## config.mk

```make
export PLATFORM = sky130hd
export DESIGN_NAME = example_soc_boot
export DESIGN_NICKNAME = d
export VERILOG_FILES = /design/src/rtl/example_soc_boot.sv
export SDC_FILE = /design/constraint.sdc
export NUM_CORES = 1
export LEC_CHECK = 0
export ABC_AREA = 1
export BUFFER_PORTS_ARGS = -buffer_cell sky130_fd_sc_hd__buf_2
export CAP_MARGIN = 20
export CORE_MARGIN = 2
export CORE_UTILIZATION = 48
export CTS_CLUSTER_DIAMETER = 80
export DETAILED_ROUTE_END_ITERATION = 7
export PLACE_DENSITY = 0.63
export SLEW_MARGIN = 0
export SYNTH_ARGS = -nofsm -noshare
export SYNTH_HDL_FRONTEND = slang
export SYNTH_SLANG_ARGS = --single-unit
```

## constraint.sdc

```tcl
create_clock -name clk -period 5.05 [get_ports clk]
set_input_delay 1.01 -clock clk [delete_from_list [all_inputs] [get_ports clk]]
set_output_delay 1.01 -clock clk [all_outputs]
set_load 0.02 [all_outputs]
```

## src/rtl/example_soc_boot.sv

```systemverilog
// Boot/housekeeping controller: SD power-up, boot banner, loader handshake, CPU release,
// TX muxing, phase LEDs and a MAX7219 phase display.
module example_soc_boot #(
  parameter int CLK_MHZ  = 27,
  parameter int BAUD     = 115200,
  parameter int PWR_WAIT = 1024,
  parameter int SPI_DIV  = 4
) (
  input  logic       clk,
  input  logic       rst_n,
  input  logic       uart_tx,
  input  logic       ld_done,
  input  logic       w_btnl,
  input  logic       w_btnr,
  output logic       o_tx,
  output logic       w_txd,
  output logic       w_init_done,
  output logic       cpu_rst_n,
  output logic       ld_start,
  output logic       sdcard_pwr_n,
  output logic [5:0] w_led,
  output logic       MAX7219_CLK,
  output logic       MAX7219_DATA,
  output logic       MAX7219_LOAD
);

  localparam int DIV   = CLK_MHZ * 1000000 / BAUD;
  localparam int DIV_W = $clog2(DIV + 1);
  localparam int PWR_W = $clog2(PWR_WAIT + 1);
  localparam int SPI_W = $clog2(SPI_DIV + 1);

  // Encodings double as the displayed phase number P.
  typedef enum logic [2:0] {
    S_PWR = 3'd1, S_BANNER = 3'd2, S_LOAD = 3'd3, S_OK = 3'd4, S_RUN = 3'd5
  } state_e;

  typedef enum logic [1:0] {SPI_IDLE, SPI_SHIFT, SPI_LATCH} spi_e;

  function automatic logic [7:0] msg_byte(input state_e st, input logic [2:0] idx);
    if (st == S_BANNER) begin
      case (idx)
        3'd0:    return 8'h42;
        3'd1:    return 8'h4F;
        3'd2:    return 8'h4F;
        3'd3:    return 8'h54;
        3'd4:    return 8'h0D;
        default: return 8'h0A;
      endcase
    end else begin
      case (idx)
        3'd0:    return 8'h4F;
        3'd1:    return 8'h4B;
        3'd2:    return 8'h0D;
        default: return 8'h0A;
      endcase
    end
  endfunction

  function automatic logic [15:0] spi_init_word(input logic [2:0] idx);
    case (idx)
      3'd0:    return 16'h0C01;
      3'd1:    return 16'h0B00;
      3'd2:    return 16'h09FF;
      3'd3:    return 16'h0A08;
      default: return 16'h0F00;
    endcase
  endfunction

  state_e           state_q, state_d;
  logic [PWR_W-1:0] pwr_cnt_q, pwr_cnt_d;
  logic [2:0]       btn_sync_q, btn_sync_d;
  logic             init_done_q, init_done_d;
  logic             ld_start_q, ld_start_d;
  logic             pwr_n_q, pwr_n_d;
  logic [5:0]       led_q, led_d;

  logic             tx_busy_q, tx_busy_d;
  logic [9:0]       tx_shift_q, tx_shift_d;
  logic [3:0]       tx_bit_q, tx_bit_d;
  logic [DIV_W-1:0] tx_div_q, tx_div_d;
  logic [2:0]       tx_idx_q, tx_idx_d;

  spi_e             spi_st_q, spi_st_d;
  logic [15:0]      spi_shift_q, spi_shift_d;
  logic [SPI_W-1:0] spi_div_q, spi_div_d;
  logic [4:0]       spi_tog_q, spi_tog_d;
  logic [2:0]       spi_init_q, spi_init_d;
  logic [2:0]       last_p_q, last_p_d;
  logic             pend_q, pend_d;
  logic             mclk_q, mclk_d;
  logic             mdata_q, mdata_d;
  logic             mload_q, mload_d;

  logic             press;
  logic             tx_done;
  logic             spi_start;
  logic [15:0]      spi_frame;
  logic [2:0]       cur_p;

  logic unused_btnr;
  assign unused_btnr = w_btnr;

  // NOTE: every signal written here gets a default first, so no path leaves it unassigned
  // and no latch is inferred.
  always_comb begin
    state_d     = state_q;
    pwr_cnt_d   = pwr_cnt_q;
    btn_sync_d  = {btn_sync_q[1:0], w_btnl};
    tx_busy_d   = tx_busy_q;
    tx_shift_d  = tx_shift_q;
    tx_bit_d    = tx_bit_q;
    tx_div_d    = tx_div_q;
    tx_idx_d    = tx_idx_q;
    tx_done     = 1'b0;
    spi_st_d    = spi_st_q;
    spi_shift_d = spi_shift_q;
    spi_div_d   = spi_div_q;
    spi_tog_d   = spi_tog_q;
    spi_init_d  = spi_init_q;
    mclk_d      = mclk_q;
    mdata_d     = mdata_q;
    mload_d     = mload_q;
    spi_start   = 1'b0;
    spi_frame   = 16'h0000;

    press = btn_sync_q[1] & ~btn_sync_q[2];

    // Boot UART: the shift register LSB is the line, so the start bit leaves on the load edge.
    if (tx_busy_q) begin
      if (tx_div_q == DIV_W'(DIV - 1)) begin
        tx_div_d = '0;
        if (tx_bit_q == 4'd9) begin
          if (tx_idx_q == ((state_q == S_BANNER) ? 3'd5 : 3'd3)) begin
            tx_busy_d = 1'b0;
            tx_done   = 1'b1;
          end else begin
            tx_idx_d   = tx_idx_q + 3'd1;
            tx_shift_d = {1'b1, msg_byte(state_q, tx_idx_q + 3'd1), 1'b0};
            tx_bit_d   = 4'd0;
          end
        end else begin
          tx_bit_d   = tx_bit_q + 4'd1;
          tx_shift_d = {1'b1, tx_shift_q[9:1]};
        end
      end else begin
        tx_div_d = tx_div_q + DIV_W'(1);
      end
    end else if (state_q == S_BANNER || state_q == S_OK) begin
      tx_busy_d  = 1'b1;
      tx_idx_d   = 3'd0;
      tx_shift_d = {1'b1, msg_byte(state_q, 3'd0), 1'b0};
      tx_bit_d   = 4'd0;
      tx_div_d   = '0;
    end

    case (state_q)
      S_PWR: begin
        if (pwr_cnt_q == PWR_W'(PWR_WAIT - 1)) begin
          state_d   = S_BANNER;
          pwr_cnt_d = '0;
        end else begin
          pwr_cnt_d = pwr_cnt_q + PWR_W'(1);
        end
      end
      S_BANNER: if (tx_done) state_d = S_LOAD;
      // ld_start_q is high only in the first cycle here, which masks a stale ld_done.
      S_LOAD:   if (!ld_start_q && ld_done) state_d = S_OK;
      S_OK:     if (tx_done) state_d = S_RUN;
      S_RUN:    if (press) state_d = S_PWR;
      default:  state_d = S_PWR;
    endcase

    pwr_n_d     = (state_q == S_RUN) && press;
    ld_start_d  = (state_q != S_LOAD) && (state_d == S_LOAD);
    init_done_d = (state_d == S_RUN);
    led_d       = ~(6'd1 << (state_d - 3'd1));

    // Phase display: only the newest P waits while a frame is on the wire.
    cur_p    = state_q;
    last_p_d = cur_p;
    pend_d   = pend_q | (cur_p != last_p_q);

    case (spi_st_q)
      SPI_IDLE: begin
        if (spi_init_q != 3'd5) begin
          spi_start  = 1'b1;
          spi_frame  = spi_init_word(spi_init_q);
          spi_init_d = spi_init_q + 3'd1;
        end else if (pend_d) begin
          spi_start = 1'b1;
          spi_frame = {8'h01, 5'd0, cur_p};
          pend_d    = 1'b0;
        end
      end
      SPI_SHIFT: begin
        if (spi_div_q == SPI_W'(SPI_DIV - 1)) begin
          spi_div_d = '0;
          if (spi_tog_q == 5'd31) begin
            mclk_d   = 1'b0;
            mload_d  = 1'b1;
            spi_st_d = SPI_LATCH;
          end else begin
            spi_tog_d = spi_tog_q + 5'd1;
            mclk_d    = ~mclk_q;
            if (mclk_q) begin
              spi_shift_d = {spi_shift_q[14:0], 1'b0};
              mdata_d     = spi_shift_q[14];
            end
          end
        end else begin
          spi_div_d = spi_div_q + SPI_W'(1);
        end
      end
      SPI_LATCH: begin
        if (spi_div_q == SPI_W'(SPI_DIV - 1)) begin
          spi_div_d = '0;
          spi_st_d  = SPI_IDLE;
        end else begin
          spi_div_d = spi_div_q + SPI_W'(1);
        end
      end
      default: spi_st_d = SPI_IDLE;
    endcase

    if (spi_start) begin
      spi_st_d    = SPI_SHIFT;
      spi_shift_d = spi_frame;
      mdata_d     = spi_frame[15];
      mload_d     = 1'b0;
      mclk_d      = 1'b0;
      spi_div_d   = '0;
      spi_tog_d   = 5'd0;
    end
  end

  // NOTE: state flops use non-blocking assignments so every flop samples pre-edge values.
  always_ff @(posedge clk) begin
    if (!rst_n) begin
      state_q     <= S_PWR;
      pwr_cnt_q   <= '0;
      btn_sync_q  <= 3'b000;
      init_done_q <= 1'b0;
      ld_start_q  <= 1'b0;
      pwr_n_q     <= 1'b1;
      led_q       <= 6'b111111;
      tx_busy_q   <= 1'b0;
      tx_shift_q  <= 10'h3FF;
      tx_bit_q    <= 4'd0;
      tx_div_q    <= '0;
      tx_idx_q    <= 3'd0;
      spi_st_q    <= SPI_IDLE;
      spi_shift_q <= 16'h0000;
      spi_div_q   <= '0;
      spi_tog_q   <= 5'd0;
      spi_init_q  <= 3'd0;
      last_p_q    <= 3'd1;
      pend_q      <= 1'b1;
      mclk_q      <= 1'b0;
      mdata_q     <= 1'b0;
      mload_q     <= 1'b1;
    end else begin
      state_q     <= state_d;
      pwr_cnt_q   <= pwr_cnt_d;
      btn_sync_q  <= btn_sync_d;
      init_done_q <= init_done_d;
      ld_start_q  <= ld_start_d;
      pwr_n_q     <= pwr_n_d;
      led_q       <= led_d;
      tx_busy_q   <= tx_busy_d;
      tx_shift_q  <= tx_shift_d;
      tx_bit_q    <= tx_bit_d;
      tx_div_q    <= tx_div_d;
      tx_idx_q    <= tx_idx_d;
      spi_st_q    <= spi_st_d;
      spi_shift_q <= spi_shift_d;
      spi_div_q   <= spi_div_d;
      spi_tog_q   <= spi_tog_d;
      spi_init_q  <= spi_init_d;
      last_p_q    <= last_p_d;
      pend_q      <= pend_d;
      mclk_q      <= mclk_d;
      mdata_q     <= mdata_d;
      mload_q     <= mload_d;
    end
  end

  assign w_txd        = tx_shift_q[0];
  assign o_tx         = init_done_q ? uart_tx : tx_shift_q[0];
  assign w_init_done  = init_done_q;
  assign cpu_rst_n    = init_done_q;
  assign ld_start     = ld_start_q;
  assign sdcard_pwr_n = pwr_n_q;
  assign w_led        = led_q;
  assign MAX7219_CLK  = mclk_q;
  assign MAX7219_DATA = mdata_q;
  assign MAX7219_LOAD = mload_q;

endmodule

```

==> impl_metrics.sql <==
INSERT INTO impl_metrics (metric_group, metric, value, unit) VALUES
('outcome', 'status', 'finished, final reports clean', ''),
('critical_path', 'critical-path-slowest-cell', 'mux2_2', ''),
('critical_path', 'reg2regPathDepth', '9', ''),
('clock_tree', 'clock_pin_slew_of_the_registers_on_the_worst_case_setup_and_hold_paths', '0.10', 'ns'),
('critical_path', 'critical-path-max-stage-delay', '0.24', 'ns'),
('die', 'start_util', '49.0', '%'),
('critical_path', 'critical-path-top-delay-family', 'buffers and inverters', ''),
('cells_and_area', 'areaGrowthSynthToFinish', '8.99', '%'),
('route', 'detail_route.drc_violations', '0', ''),
('power_and_ir_drop', 'max-vdd-ir-drop', '0.123', 'mV'),
('synthesis', 'synth_seq_area_share', '40.7', '%'),
('synthesis', 'post_synth_instance_area', '4230', 'um2'),
('critical_path', 'critical-path-top-cell-by-count', 'buf_2', ''),
('synthesis', 'synth_enable_flop_cells', '0', ''),
('timing', 'timing.hold.ws', '0.434', 'ns'),
('die', 'area_of_the_die', '9590', 'um2'),
('clock_tree', 'clkLatencyLatePin', '0.36', 'ns'),
('synthesis', 'synth_seq_cells', '86', ''),
('route', 'wirelength', '8220', 'um'),
('power_and_ir_drop', 'power.switching_fraction', '26.6', '%'),
('cells_and_area', 'nFillCells', '842', ''),
('cells_and_area', 'sequential_cell_area', '1720', 'um2'),
('cells_and_area', 'multi_input_area', '2150', 'um2'),
('placed_design', 'finalWeightedCongestion', '0.791', ''),
('clock_tree', 'cts_h_tree_depth', '3', ''),
('die', 'ios', '21', ''),
('power_and_ir_drop', 'pwr-share-clk', '38.7', '%'),
('critical_path', 'critical_path_buf_inv_count', '2', ''),
('clock_tree', 'post_cts_hold_buffer_count', '0', ''),
('min_path', 'hp-class', 'reg -> reg', ''),
('grt', 'pin_count_of_the_biggest_net_entering_global_routing', '39', ''),
('critical_path', 'critical_path.startpoint_type', 'input port', ''),
('power_and_ir_drop', 'p_seq_share', '53.7', '%'),
('critical_path', 'worst-path-max-fanout', '1', ''),
('power_and_ir_drop', 'leakagePower', '2.05', 'nW'),
('job', 'maxCapViolations', '0', ''),
('cells_and_area', 'antenna_cells', '0', ''),
('min_path', 'worst_hold_startpoint', 'btn_sync_q[0]$_SDFF_PN0_', ''),
('synthesis', 'mappedNetlistNets', '632', ''),
('synthesis', 'post_synth_inst_count', '605', ''),
('synthesis', 'yosysWarnings', '0', ''),
('timing', 'worst_clock_skew', '0.0129', 'ns'),
('critical_path', 'required_arrival_time_at_the_worst_endpoint', '4.04', 'ns'),
('timing', 'report.final.setup_viol', '0', ''),
('die', 'chipWidth', '97.9', 'um'),
('power_and_ir_drop', 'cell_internal_pwr', '0.972', 'mW'),
('placed_design', 'place_hpwl', '5880', 'um'),
('critical_path', 'cp-end-kind', 'output port', ''),
('synthesis', 'yosys.cell_types.count', '38', ''),
('critical_path', 'crit-reg2reg-launch', 'spi_tog_q[0]$_SDFFE_PP0P_', ''),
('min_path', 'hold_path_depth', '2', ''),
('timing', 'slew_at_the_pin_closest_to_its_max_slew_limit', '0.727', 'ns'),
('grt', 'grt_pass1_wl', '14700', 'um'),
('clock_tree', 'max-clock-path-buffers', '2', ''),
('timing', 'hold_viol_final', '0', ''),
('clock_tree', 'post_cts_resized', '0', ''),
('grt', 'antenna_found_initial', '0', ''),
('die', 'core_area', '8640', 'um2'),
('synthesis', 'yosys_most_used_dff', 'dfxtp_1', ''),
('route', 'via_per_inst', '4.94', ''),
('power_and_ir_drop', 'total_power', '1.32', 'mW'),
('critical_path', 'worst_ep_arrival_time', '1.50', 'ns'),
('route', 'drt.antenna.violating_nets', '0', ''),
('route', 'detail_route.wl_per_cell', '11.2', 'um'),
('grt', 'track_usage', '18.4', '%'),
('route', 'detailedRoute.firstIterationViolations', '124', ''),
('critical_path', 'crit-reg2reg-capture', 'spi_shift_q[9]$_SDFFE_PN0P_', ''),
('timing', 'finalMaxSlewViolations', '0', ''),
('clock_tree', 'cts_buffers', '9', ''),
('timing', 'timing.max_slew.rel_slack', '51.6', '%'),
('grt', 'number_of_global_route_vias_before_repair', '3521', '');
-- power groups by stage --
stage               Clock (mW)  Sequential, mW  Combinational (mW)
finish                   0.513           0.711               0.101
global route             0.560           0.714               0.117
CTS                      0.527           0.711               0.102
detailed placement           0           0.727               0.102
global placement             0           0.726               0.101
floorplan                    0           0.727              0.0790
-- area by class of cell --
| type | instances | share of cell area [%] |
|---|---|---|
| multi-input cells | 428 | 46.6 |
| inverters | 79 | 6.43 |
| well taps | 108 | 2.93 |
| clock buffers | 9 | 2.69 |
| clock inverters | 7 | 1.82 |
| repair buffers | 20 | 2.22 |
| flip-flops and latches | 86 | 37.3 |
-- worst reg2reg max path, cell delays in order, from the launching register on --
cell	delay, ns
dfxtp_1	0.35
ha_1	0.21
and3_1	0.19
ha_1	0.23
inv_1	0.11
nand3_1	0.47
nand3_1	0.43
o21ai_0	0.16
nor2_1	0.11
nor2_1	0.04
-- per-stage QoR --
stage	setup WS [ns]	util (%)	area, um2	cells
2_1_floorplan	2.72	-	4230	605
3_3_place_gp	2.26	51.0	4410	721
3_5_place_dp	2.28	51.0	4410	721
4_1_cts	2.53	53.4	4610	737
5_1_grt	2.40	53.4	4610	737
6_report	2.54	53.4	4610	737
-- sequential cells by signal (all words and copies together) (netlist names), 2 cells and up --
| signal | flops |
|---|---|
| spi_st_q | 2 |
| tx_shift_q | 9 |
| pwr_cnt_q | 11 |
| btn_sync_q | 3 |
| w_led | 6 |
| tx_div_q | 8 |
| spi_init_q | 3 |
| spi_div_q | 3 |
| cur_p | 3 |
| tx_idx_q | 3 |
| spi_shift_q | 15 |
| last_p_q | 3 |
| spi_tog_q | 5 |
| tx_bit_q | 4 |
-- Yosys cell counts (2+ instances only) --
library cell / count / area share (%)
a21oi_1: 44 / 5.2
a21oi_2: 7 / 1.4
buf_6: 2 / 0.53
clkbuf_1: 7 / 0.62
dfxtp_1: 86 / 41
ha_1: 21 / 6.2
inv_1: 75 / 6.7
inv_2: 4 / 0.35
nand2_1: 157 / 14
nand2_2: 3 / 0.44
nand2_4: 2 / 0.53
nand3_1: 41 / 4.8
nand4_1: 14 / 2.1
nor2_1: 74 / 6.6
nor2_2: 2 / 0.30
nor3_1: 2 / 0.24
nor3b_1: 2 / 0.35
o211ai_1: 2 / 0.35
o21ai_0: 36 / 4.3
xnor2_1: 5 / 1.0
xor2_1: 2 / 0.41
-- logic make-up (layout without fill, tap and decap cells) --
| group | count (synthesis) | after routing | share of synthesized area [%] |
|---|---|---|---|
| other | 1 | 1 | 0.0886 |
| adders and majority gates | 21 | 21 | 6.21 |
| DFF | 86 | 86 | 40.7 |
| and+or+nand+nor | 301 | 301 | 30.1 |
| xor gates and xnor gates | 7 | 7 | 1.45 |
| AOI/OAI and AO/OA | 97 | 97 | 12.7 |
| buffers and inverters | 91 | 115 | 8.54 |
| muxes | 1 | 1 | 0.266 |
-- worst max path at each step --
stage | startpoint | end | slack [ns] | cells past startpoint
finish | uart_tx | o_tx | 2.54 | 3
detailed placement | rst_n | pwr_cnt_q[5]$_SDFFE_PN0P_ | 2.28 | 6
floorplan | uart_tx | o_tx | 2.72 | 1
global route | spi_tog_q[0]$_SDFFE_PP0P_ | spi_shift_q[9]$_SDFFE_PN0P_ | 2.40 | 9
CTS | uart_tx | o_tx | 2.53 | 3
global placement | rst_n | pwr_cnt_q[5]$_SDFFE_PN0P_ | 2.26 | 6
-- metal layers --
layer / GRT usage [%] / share of wire [%]
met5: 0 / 0
met4: 7.05 / 1.5
met3: 3.22 / 2.8
met2: 33.0 / 47
met1: 21.7 / 48
-- placed cells by master, fill, tap and decap left out, drive strengths merged, types with 14 or more instances in the layout --
cell and instances:
o21ai 37, buf 20, dfxtp 86, ha 21
inv 84, nand2 162, nor2 77, a21oi 51
nand3 42, nand4 14
No activity file was read; power rests on OpenSTA's default activity.
